### config.mk
export PLATFORM = sky130hd
export DESIGN_NAME = universal_shift_engine
export DESIGN_NICKNAME = d
export VERILOG_FILES = /design/src/rtl/shift_engine_pkg.sv /design/src/rtl/dff.sv /design/src/rtl/shift_step.sv /design/src/rtl/universal_shift_engine.sv
export SDC_FILE = /design/constraint.sdc
export NUM_CORES = 1
export LEC_CHECK = 0
export CAP_MARGIN = 20
export CORE_ASPECT_RATIO = 1.4
export CORE_MARGIN = 1
export CORE_UTILIZATION = 60
export CTS_BUF_LIST = sky130_fd_sc_hd__clkbuf_2
export DETAILED_ROUTE_END_ITERATION = 6
export DONT_BUFFER_PORTS = 1
export GPL_TIMING_DRIVEN = 0
export PLACE_DENSITY = 0.81
export SLEW_MARGIN = 10
export SYNTH_ARGS = -nofsm -noshare
export SYNTH_HDL_FRONTEND = slang
export SYNTH_HIERARCHICAL = 1
export SYNTH_SLANG_ARGS = --single-unit
### constraint.sdc
create_clock -name i_clk -period 3.4 [get_ports i_clk]
set_clock_uncertainty 0.2 [all_clocks]
set_input_delay 0.68 -clock i_clk [delete_from_list [all_inputs] [get_ports i_clk]]
set_output_delay 0.68 -clock i_clk [all_outputs]
set_load 0.02 [all_outputs]
### src/rtl/shift_engine_pkg.sv
// rtl/shift_engine_pkg.sv - mode codes, FSM states and direction helper for the shift engine
package shift_engine_pkg;

  localparam logic [2:0] MODE_HOLD = 3'd0;
  localparam logic [2:0] MODE_SHL  = 3'd1;
  localparam logic [2:0] MODE_SHR  = 3'd2;
  localparam logic [2:0] MODE_ROL  = 3'd3;
  localparam logic [2:0] MODE_ROR  = 3'd4;
  localparam logic [2:0] MODE_ASR  = 3'd5;

  typedef enum logic [1:0] {
    ST_IDLE  = 2'd0,
    ST_SHIFT = 2'd1,
    ST_DONE  = 2'd2
  } state_t;

  function automatic logic is_left(input logic [2:0] mode);
    return (mode == MODE_SHL) || (mode == MODE_ROL);
  endfunction

  function automatic logic is_right(input logic [2:0] mode);
    return (mode == MODE_SHR) || (mode == MODE_ROR) || (mode == MODE_ASR);
  endfunction

endpackage

### src/rtl/dff.sv
// rtl/dff.sv - enabled register with selectable reset style and polarity
module dff #(
  parameter int WIDTH          = 1,
  parameter bit ASYNC_RESET    = 1'b1,
  parameter bit RESET_POLARITY = 1'b0
) (
  input  logic             clk,
  input  logic             rst,
  input  logic             en,
  input  logic [WIDTH-1:0] d,
  output logic [WIDTH-1:0] q
);

  generate
    if (ASYNC_RESET && !RESET_POLARITY) begin : g_async_low
      always_ff @(posedge clk or negedge rst) begin
        if (!rst)    q <= '0;
        else if (en) q <= d;
      end
    end else if (ASYNC_RESET) begin : g_async_high
      always_ff @(posedge clk or posedge rst) begin
        if (rst)     q <= '0;
        else if (en) q <= d;
      end
    end else begin : g_sync
      always_ff @(posedge clk) begin
        if (rst == RESET_POLARITY) q <= '0;
        else if (en)               q <= d;
      end
    end
  endgenerate

endmodule

### src/rtl/shift_step.sv
// rtl/shift_step.sv - one lane step of the shift datapath; unused mode codes hold
module shift_step
  import shift_engine_pkg::*;
#(
  parameter int WIDTH = 8,
  parameter int LANE  = 1
) (
  input  logic [WIDTH-1:0] q,
  input  logic [2:0]       mode,
  input  logic [LANE-1:0]  sin_lsb,
  input  logic [LANE-1:0]  sin_msb,
  output logic [WIDTH-1:0] next_q
);

  always_comb begin
    next_q = q;
    case (mode)
      MODE_SHL: next_q = {q[WIDTH-LANE-1:0], sin_lsb};
      MODE_SHR: next_q = {sin_msb, q[WIDTH-1:LANE]};
      MODE_ROL: next_q = {q[WIDTH-LANE-1:0], q[WIDTH-1:WIDTH-LANE]};
      MODE_ROR: next_q = {q[LANE-1:0], q[WIDTH-1:LANE]};
      MODE_ASR: next_q = {{LANE{q[WIDTH-1]}}, q[WIDTH-1:LANE]};
      default:  next_q = q;
    endcase
  end

endmodule

### src/rtl/universal_shift_engine.sv
// rtl/universal_shift_engine.sv - counted lane-step shift register with load handshake and done pulse
module universal_shift_engine
  import shift_engine_pkg::*;
#(
  parameter  int WIDTH = 8,
  parameter  int LANE  = 1,
  localparam int CNT_W = $clog2(WIDTH/LANE) + 1
) (
  input  logic             i_clk,
  input  logic             i_rst,
  input  logic [WIDTH-1:0] i_load,
  input  logic             i_load_valid,
  output logic             o_load_ready,
  input  logic             i_start,
  input  logic [2:0]       i_mode,
  input  logic [CNT_W-1:0] i_count,
  input  logic             i_abort,
  input  logic [LANE-1:0]  i_sin_lsb,
  input  logic [LANE-1:0]  i_sin_msb,
  output logic [WIDTH-1:0] o_q,
  output logic [LANE-1:0]  o_sout,
  output logic             o_busy,
  output logic             o_done
);

  state_t           state_q, state_d;
  logic [2:0]       mode_q;
  logic             left_q;
  logic [CNT_W-1:0] cnt_q, cnt_d;
  logic             latch;
  logic             q_en;
  logic [WIDTH-1:0] q_d, step_q;

  shift_step #(.WIDTH(WIDTH), .LANE(LANE)) u_step (
    .q       (o_q),
    .mode    (mode_q),
    .sin_lsb (i_sin_lsb),
    .sin_msb (i_sin_msb),
    .next_q  (step_q)
  );

  dff #(.WIDTH(WIDTH), .ASYNC_RESET(1'b1), .RESET_POLARITY(1'b0)) u_q_reg (
    .clk (i_clk),
    .rst (i_rst),
    .en  (q_en),
    .d   (q_d),
    .q   (o_q)
  );

  always_ff @(posedge i_clk or negedge i_rst) begin
    if (!i_rst) state_q <= ST_IDLE;
    else        state_q <= state_d;
  end

  // HOLD-class modes leave the serial-out direction where the last real shift put it
  always_ff @(posedge i_clk or negedge i_rst) begin
    if (!i_rst) begin
      mode_q <= MODE_HOLD;
      left_q <= 1'b1;
      cnt_q  <= '0;
    end else begin
      cnt_q <= cnt_d;
      if (latch) begin
        mode_q <= i_mode;
        if (is_left(i_mode))       left_q <= 1'b1;
        else if (is_right(i_mode)) left_q <= 1'b0;
      end
    end
  end

  always_comb begin
    state_d = state_q;
    q_en    = 1'b0;
    q_d     = o_q;
    cnt_d   = cnt_q;
    latch   = 1'b0;
    case (state_q)
      ST_IDLE: begin
        if (i_load_valid) begin
          q_en = 1'b1;
          q_d  = i_load;
        end else if (i_start) begin
          latch   = 1'b1;
          cnt_d   = i_count;
          state_d = (i_count == '0) ? ST_DONE : ST_SHIFT;
        end
      end
      ST_SHIFT: begin
        if (i_abort) begin
          state_d = ST_IDLE;
        end else begin
          q_en  = 1'b1;
          q_d   = step_q;
          cnt_d = cnt_q - CNT_W'(1);
          if (cnt_q == CNT_W'(1)) state_d = ST_DONE;
        end
      end
      ST_DONE: state_d = ST_IDLE;
      default: state_d = ST_IDLE;
    endcase
  end

  assign o_load_ready = (state_q == ST_IDLE);
  assign o_busy       = (state_q == ST_SHIFT);
  assign o_done       = (state_q == ST_DONE);
  assign o_sout       = left_q ? o_q[WIDTH-1 -: LANE] : o_q[LANE-1:0];

endmodule

# --- After elaboration in Yosys (flattened, before gate mapping) ---
# Cells that the tools add are included.
word_totals:
  ff_bits: 18
  input_bits: 22
  out_inout_bits: 12
  word_cells: 63
op_classes:
  addsub: 1
  n_eq_ne: 21
  n_mux: 23
  n_reduce_logical: 12
ops:
  columns: ["op", "count"]
  rows:
  - ["8-bit one-hot mux with 5 select lines", 1]
  - ["8-bit 2-to-1 mux", 2]
  - ["8-bit one-hot mux with 2 select lines", 1]
  - ["3-bit by 2-bit == test with 1-bit output, second input constant", 4]
  - ["3-bit == test, second input constant", 4]
  - ["4-bit 2-to-1 mux", 3]
  - ["2-bit 2-to-1 mux", 5]
  - ["1-bit 2-to-1 mux", 8]
  - ["2-bit != test, second input constant", 4]
  - ["4-bit one-hot mux with 2 select lines", 1]
  - ["3-bit by 1-bit == test with 1-bit output, second input constant", 2]
  - ["6-bit by 1-bit != test with 1-bit output, second input constant", 1]
  - ["6-bit AND reduction", 1]
  - ["5-bit by 1-bit != test with 1-bit output, second input constant", 1]
  - ["5-bit AND reduction", 1]
  - ["4-bit by 1-bit == test with 1-bit output, second input constant", 1]
  - ["4-bit logical NOT", 1]
  - ["2-bit one-hot mux with 2 select lines", 1]
  - ["4-bit AND reduction", 1]
  - ["2-bit nonzero test", 2]
  - ["4-bit by 1-bit subtractor with 4-bit output, second input constant", 1]
  - ["1-bit logical OR", 3]
  - ["3-bit by 2-bit != test with 1-bit output, second input constant", 1]
  - ["3-bit AND reduction", 1]
  - ["6 further kinds", 6]

# --- Depth between registers and ports, before layout ---
# Gate-level depths: netlist of the first run.
depth:
  depth_word: 5
  ltp_mapped: 8
  mapped_depth_nobuf: 7

# --- By module ---
# Netlist of the first run, hierarchy kept.
by_module_without_submodules:
  columns: ["mod", "instances", "cells_each", "area_each_um2", "seq_area_each_um2"]
  rows:
  - ["universal_shift_engine", 1, 101, 883.3, 251.5]
  - ["shift_step", 1, 53, 342.8, 0.0]
  - ["dff", 1, 17, 331.6, 200.2]

# --- Least setup slack after synthesis of the first run ---
# Ideal clock, no wire load.
synth_timing:
  path_type: "input -> register"
  from: "in i_sin_msb"
  to: "reg u_q_reg.q[7]"
  setup_time_ns: 0.125
  arrival_time_ns: 1.701
  t_required_ns: 3.075
  path_slack_ns: 1.374
  path_stages: 6
  path_buffers: 0
  cell_sequence: "inv_1 -> o31ai_1 -> a221o_1 -> o311ai_0 -> a21oi_1 -> mux2_4"
synth_between:
  elab_chain_len: 3
synth_rtl:
  columns: ["element", "line_no", "text"]
  rows:
  - ["start: declaration", "universal_shift_engine.sv:19", "input logic [LANE-1:0] i_sin_msb,"]
  - ["8-bit one-hot mux with 5 select lines", "shift_step.sv:17", "case (mode)"]
  - ["via step_q[7]", "universal_shift_engine.sv:32", "logic [WIDTH-1:0] q_d, step_q;"]
  - ["8-bit 2-to-1 mux", "universal_shift_engine.sv:89", "if (i_abort) begin"]
  - ["8-bit one-hot mux with 2 select lines", "universal_shift_engine.sv:77", "case (state_q)"]
  - ["via q_d[7]", "universal_shift_engine.sv:32", null]
  - ["end signal: assignment", "dff.sv:17", "if (!rst) q <= '0;"]
  - ["end signal: assignment", "dff.sv:18", "else if (en) q <= d;"]
  - ["end: declaration", "dff.sv:11", "output logic [WIDTH-1:0] q"]
# The timed path passes the listed nets, and every way through them passes these cells. The select of a mux whose other input is x is not followed.
# A chain may end at the register's enable or synchronous reset.

# --- Worst setup path after layout of the first run ---
layout_timing:
  from: "reg u_q_reg.q[0]"
  to: "out o_sout"
layout_between:
  elab_chain_len: 1
layout_rtl:
  columns: ["element", "line_no", "text"]
  rows:
  - ["1-bit 2-to-1 mux", "universal_shift_engine.sv:106", "assign o_sout = left_q ? o_q[WIDTH-1 -: LANE] : o_q[LANE-1:0];"]
  - ["end: declaration", "universal_shift_engine.sv:21", "output logic [LANE-1:0] o_sout,"]
# Every way passes these cells.

==> results of run 1 <==
layer usage:
metal  up-vias  track usage, %  share of wire, %
met3         6            5.23               4.9
met4         0            7.58               1.1
met1       657            38.3                43
met5         -               0                 0
met2        40            50.2                51
li1        664               -                 -
logic make-up after synthesis:
logic type	share of synthesized area, %
multiplexers	11.9
buffers and inverters	7.71
adder cells (fa/ha/maj)	1.61
flip-flops	29.0
AO/OA/AOI/OAI	27.6
AND/OR/NAND/NOR	22.2
flip-flops by register name, summed over array words and instances (netlist names):
| signal | count |
|---|---|
| mode_q | 3 |
| state_q | 2 |
| left_q | 1 |
| u_q_reg/q | 8 |
| cnt_q | 4 |
cells in the mapped netlist (all sizes together) (2+ instances only):
cell type	n	share of area, %
o221a	6	4.3
nor3	10	3.2
clkbuf	3	0.72
ha	2	1.6
nand2b	10	4.0
o21ai	9	2.9
a211o	2	1.1
nand2	5	1.2
buf	8	3.8
nor2b	14	5.6
o311ai	7	3.9
inv	10	2.4
a21oi	12	4.1
dfrtp	17	27
nor3b	3	1.8
o22ai	2	0.80
o2bb2ai	4	2.2
nor2	8	2.1
mux2	12	11
a22oi	2	0.96
o221ai	7	3.9
nor4	2	0.80
mux2i	2	1.3
per-stage QoR:
stage               hold slack (ns)  utilization, %  cells  power, mW  area (sq um)
floorplan                     0.184               -    171       1.10          1560
global placement              0.185            66.2    205       1.22          1600
detailed placement            0.185            66.2    205       1.26          1600
CTS                           0.170            67.4    210       1.36          1630
global route                  0.159            67.4    210       1.49          1630
finish                        0.179            67.4    210       1.36          1630
power by group:
part | internal (mW) | switching, mW
Clock | 0.0256 | 0.0717
Sequential | 0.308 | 0.228
Combinational | 0.379 | 0.352
how the worst min path moves through the flow:
| stage | end | cells past startpoint |
|---|---|---|
| 3_3_place_gp | u_q_reg/q[5]$_DFFE_PN0P_ | 0 |
| 3_5_place_dp | u_q_reg/q[5]$_DFFE_PN0P_ | 0 |
| 2_1_floorplan | cnt_q[0]$_DFFE_PN0P_ | 0 |
| 5_1_grt | left_q$_DFFE_PN1P_ | 1 |
| 6_report | left_q$_DFFE_PN1P_ | 1 |
| 4_1_cts | left_q$_DFFE_PN1P_ | 1 |
repair_timing:
item	4_1_cts	5_1_grt
gates resized for setup	0	0
hold buffers	1	0
endpoints found under the hold margin	18	0
area by class of cell:
cell class / count / area, sq um / share of cell area (%)
multi-input combinational: 130 / 986 / 60.5
sequential: 18 / 452 / 27.7
buffer: 12 / 78.8 / 4.84
tap: 34 / 42.5 / 2.61
inverter: 11 / 41.3 / 2.53
clock buffer: 3 / 15.0 / 0.922
timing repair buffer: 1 / 10.0 / 0.614
clock inverter: 1 / 3.75 / 0.230
==> results.cfg, run 1 <==
[setup_path]
critPathSlowestCell = dfrtp_1
timing.rr.start = mode_q[0]$_DFFE_PN0P_
critical_path_arrival_ns = 1.66
max_stage_delay_ns = 0.64
setup.worst_path.start = u_q_reg/q[0]$_DFFE_PN0P_
end_kind = primary output
crit_buf_inv = 1
path_max_fanout = 8
rr_worst_depth = 7
rrSetupSlack_ns = 1.12
cp-endpoint = o_sout
cp-start-kind = flop
crit_family = flip-flops
required_ns = 2.52
reg2reg_to = u_q_reg/q[3]$_DFFE_PN0P_
crit_cells = 2
crit_type = reg -> out
cp_cell_sequence = inv_1 > o21ai_0

[timing]
worst_slack_ns = 0.862
final.min_clock_period_ns = 2.54
tightest_slew_ns = 0.870
finalHoldViolCount = 0
fmax_ghz = 0.394
finalCritPeriodShare_pct = 74.6
tns_ns = 0
slew_violations = 0
max_slew_margin_pct = 41.8
rsz0062_at_grt = false
setup_viol_count_final = 0

[detailed_routing]
dr.pass1.iters = 4
vias = 1367
avgRoutedWirePerCell_um = 17.6
wl_mm = 3.70
drt_iter0_drc = 44
drtAntennaViolNets = 0
vias_per_cell = 6.51
drcViolationCount = 0

[finish]
final_cell_mix = 17 x dfrtp_1, 14 x nor2b_1, 11 x a21oi_1
drive_gt1_share_pct = 15.9
nFillCells = 212
n_antenna_cell = 0
synthToLayoutAreaGrowth_pct = 4.58
final_common_cell = dfrtp_1
fin_nets = 201

[power]
leakage_nw = 0.658
power_density_nw_per_um2 = 837
ir_drop_uv = 472

[placement]
pre_cts_ws_ns = 1.16
dpl.hpwl_mm = 2.76
numPortBuffers = 0
gp_congestion = 0.844

[yosys]
synthesis.nets = 195
synth_warnings = 6
syn_area_sq_um = 1560
synthFlopType = dfrtp_1
synth_edf_count = 0
ys_ff_latch = 18
avgSynthCellArea_sq_um = 9.11
synth_cells = 171
ys_types = 44
yosysSeqAreaShare_pct = 29.0
async_reset_ff_share_pct = 100

[clock_tree]
cts_setup_buffers = 0
clk_latency_ns = 0.31
tritoncts = done
cts_sinks = 18
htreeDepth = 1
cts_made_buffers = 3
clockBufferDepth = 2
cts.clk_slew.worst_paths_ns = 0.18
cts_root_buffer = clkbuf_2

[grt]
grt_pass1_wl_mm = 6.41
track_usage_pct = 29.9
antenna_found_initial = 0
grt_overflow = 0
grt_max_degree = 19
grt_pass1_vias = 1404

[die]
rows = 21
core-area_sq_um = 2420
initial_core_util_pct = 64.4
die_area_sq_um = 2810
die_w_um = 45.1
io-pin-count = 34
dieHeight_um = 62.3

[worst_hold_path]
worstHoldPathType = in -> reg
hold_start = i_mode[2]

[outcome]
status = complete, no violations

[flow_run]
max-cap-violations = 0
Power figures use the tool's default switching activity.
==> run 2, diff against run 1 <==
==> constraint.sdc (replaced) <==
create_clock -name i_clk -period 2.45 [get_ports i_clk]
set_clock_uncertainty 0.2 [all_clocks]
set_input_delay 0.49 -clock i_clk [delete_from_list [all_inputs] [get_ports i_clk]]
set_output_delay 0.49 -clock i_clk [all_outputs]
set_load 0.02 [all_outputs]
==> run 2 against run 1 <==
Effect of this change: cell count rose by 0.48%; global-route usage rose by 0.057 points; first-iteration DRC count did not move; critical endpoint unchanged; design area rose by 0.61%; core utilization rose by 0.41 points; via count rose by 1.3%; non-clock buffer count rose by 1; hold slack got worse by 0.074 ns; die area did not move; setup slack got worse by 0.77 ns.
==> results.cfg, run 2 (same netlist as run 1, synthesis figures left out) <==
[outcome]
status = complete, no violations

[die]
die_w_um = 45.1
rows = 21
die_area_sq_um = 2810
io-pin-count = 34
dieHeight_um = 62.3
core-area_sq_um = 2420
initial_core_util_pct = 64.4

[finish]
n_antenna_cell = 0
final_cell_mix = 17 x dfrtp_1, 14 x nor2b_1, 11 x a21oi_1
synthToLayoutAreaGrowth_pct = 5.22
top_regs = u_q_reg/q x8, cnt_q x4, mode_q x3
final_common_cell = dfrtp_1
fin_util_pct = 67.8
fin_nets = 202
largest-register = u_q_reg/q
nFillCells = 211
largest_reg_flops = 8
drive_gt1_share_pct = 15.8

[detailed_routing]
dr.pass1.iters = 5
drt_iter0_drc = 44
drcViolationCount = 0
vias = 1385
drtAntennaViolNets = 0
avgRoutedWirePerCell_um = 17.4
vias_per_cell = 6.56
wl_mm = 3.67

[power]
p_total_mw = 1.89
ir_drop_uv = 655
leakage_nw = 0.662
power_density_nw_per_um2 = 1150

[timing]
fin_hold_ws_ns = 0.105
setup_viol_count_final = 0
worst_slack_ns = 0.0930
slew_violations = 0
max_slew_margin_pct = 43.5
rsz0062_at_grt = false
finalCritPeriodShare_pct = 96.2
final.min_clock_period_ns = 2.36
tightest_slew_ns = 0.845
fmax_ghz = 0.424
tns_ns = 0
finalHoldViolCount = 0

[flow_run]
max-cap-violations = 0

[setup_path]
critPathSlowestCell = dfrtp_1
cp_cell_sequence = inv_1 > o21ai_0
required_ns = 1.76
reg2reg_to = u_q_reg/q[3]$_DFFE_PN0P_
end_kind = primary output
timing.rr.start = mode_q[0]$_DFFE_PN0P_
rr_worst_depth = 7
cp-start-kind = flop
crit_type = reg -> out
path_max_fanout = 8
critical_path_arrival_ns = 1.67
max_stage_delay_ns = 0.65
rrSetupSlack_ns = 0.17

[clock_tree]
clk_latency_ns = 0.31
cts-resized-gates = 0
cts_root_buffer = clkbuf_2
cts.clk_slew.worst_paths_ns = 0.18
tritoncts = done
clockBufferDepth = 2
htreeDepth = 1
cts_made_buffers = 3
cts_sinks = 18

[grt]
grt_pass1_vias = 1406
grt_max_degree = 19
antenna_found_initial = 0
grt_overflow = 0
track_usage_pct = 29.9
use_met3_pct = 5.23
grt_use_met1_pct = 38.3
grt_use_met2_pct = 50.4
grt_pass1_wl_mm = 6.42
grt-busiest-layer = met2

[placement]
pre_cts_ws_ns = 0.209
gp_congestion = 0.844
numPortBuffers = 0
dpl.hpwl_mm = 2.76

[worst_hold_path]
whs_endpoint = mode_q[2]$_DFFE_PN0P_
hold_start = i_mode[2]
min_path_cells = 1
worstHoldPathType = in -> reg
[run 2: final cells by class]
| cell class | instances | area [sq um] | share of cell area (%) |
|---|---|---|---|
| multi-input combinational | 130 | 986 | 60.2 |
| sequential | 18 | 452 | 27.6 |
| buffer | 12 | 78.8 | 4.81 |
| tap | 34 | 42.5 | 2.60 |
| inverter | 11 | 41.3 | 2.52 |
| timing repair buffer | 2 | 20.0 | 1.22 |
| clock buffer | 3 | 15.0 | 0.916 |
| clock inverter | 1 | 3.75 | 0.229 |
[run 2: stage by stage]
step | instances | cell area (sq um)
final | 211 | 1640
after CTS | 211 | 1640
after floorplan | 171 | 1560
after global placement | 205 | 1600
after detailed placement | 205 | 1600
after global routing | 211 | 1640
[run 2: power breakdown]
part	switching, mW	internal (mW)	total, mW
clock	0.0991	0.0355	0.135
sequential	0.316	0.427	0.744
combinational	0.488	0.527	1.01
total	0.903	0.990	1.89
[run 2: worst max path at each step]
stage	start	slack, ns	endpoint	cells past startpoint
6_report	u_q_reg/q[0]$_DFFE_PN0P_	0.09	o_sout	2
5_1_grt	u_q_reg/q[0]$_DFFE_PN0P_	0.002	o_sout	2
4_1_cts	u_q_reg/q[0]$_DFFE_PN0P_	0.09	o_sout	2
3_5_place_dp	mode_q[0]$_DFFE_PN0P_	0.21	u_q_reg/q[3]$_DFFE_PN0P_	7
3_3_place_gp	mode_q[0]$_DFFE_PN0P_	0.29	u_q_reg/q[3]$_DFFE_PN0P_	7
2_1_floorplan	mode_q[1]$_DFFE_PN0P_	0.45	u_q_reg/q[0]$_DFFE_PN0P_	8
[run 2: metal layers]
| layer | wire length [um] | vias up |
|---|---|---|
| li1 | - | 667 |
| met1 | 1510 | 658 |
| met2 | 1880 | 54 |
| met3 | 232 | 6 |
| met4 | 42 | 0 |
| met5 | 0 | - |
[run 2: critical path, delay by kind of cell (launching register included)]
family,cells,cell delay (ns)
flip-flops,1,0.65
buffers and inverters,1,0.13
AO/OA/AOI/OAI,1,0.57
[run 2: timing repair]
| action | 4_1_cts | 5_1_grt |
|---|---|---|
| buffers inserted | 0 | 0 |
| hold buffers | 2 | 0 |
| hold endpoints to repair | 19 | 0 |
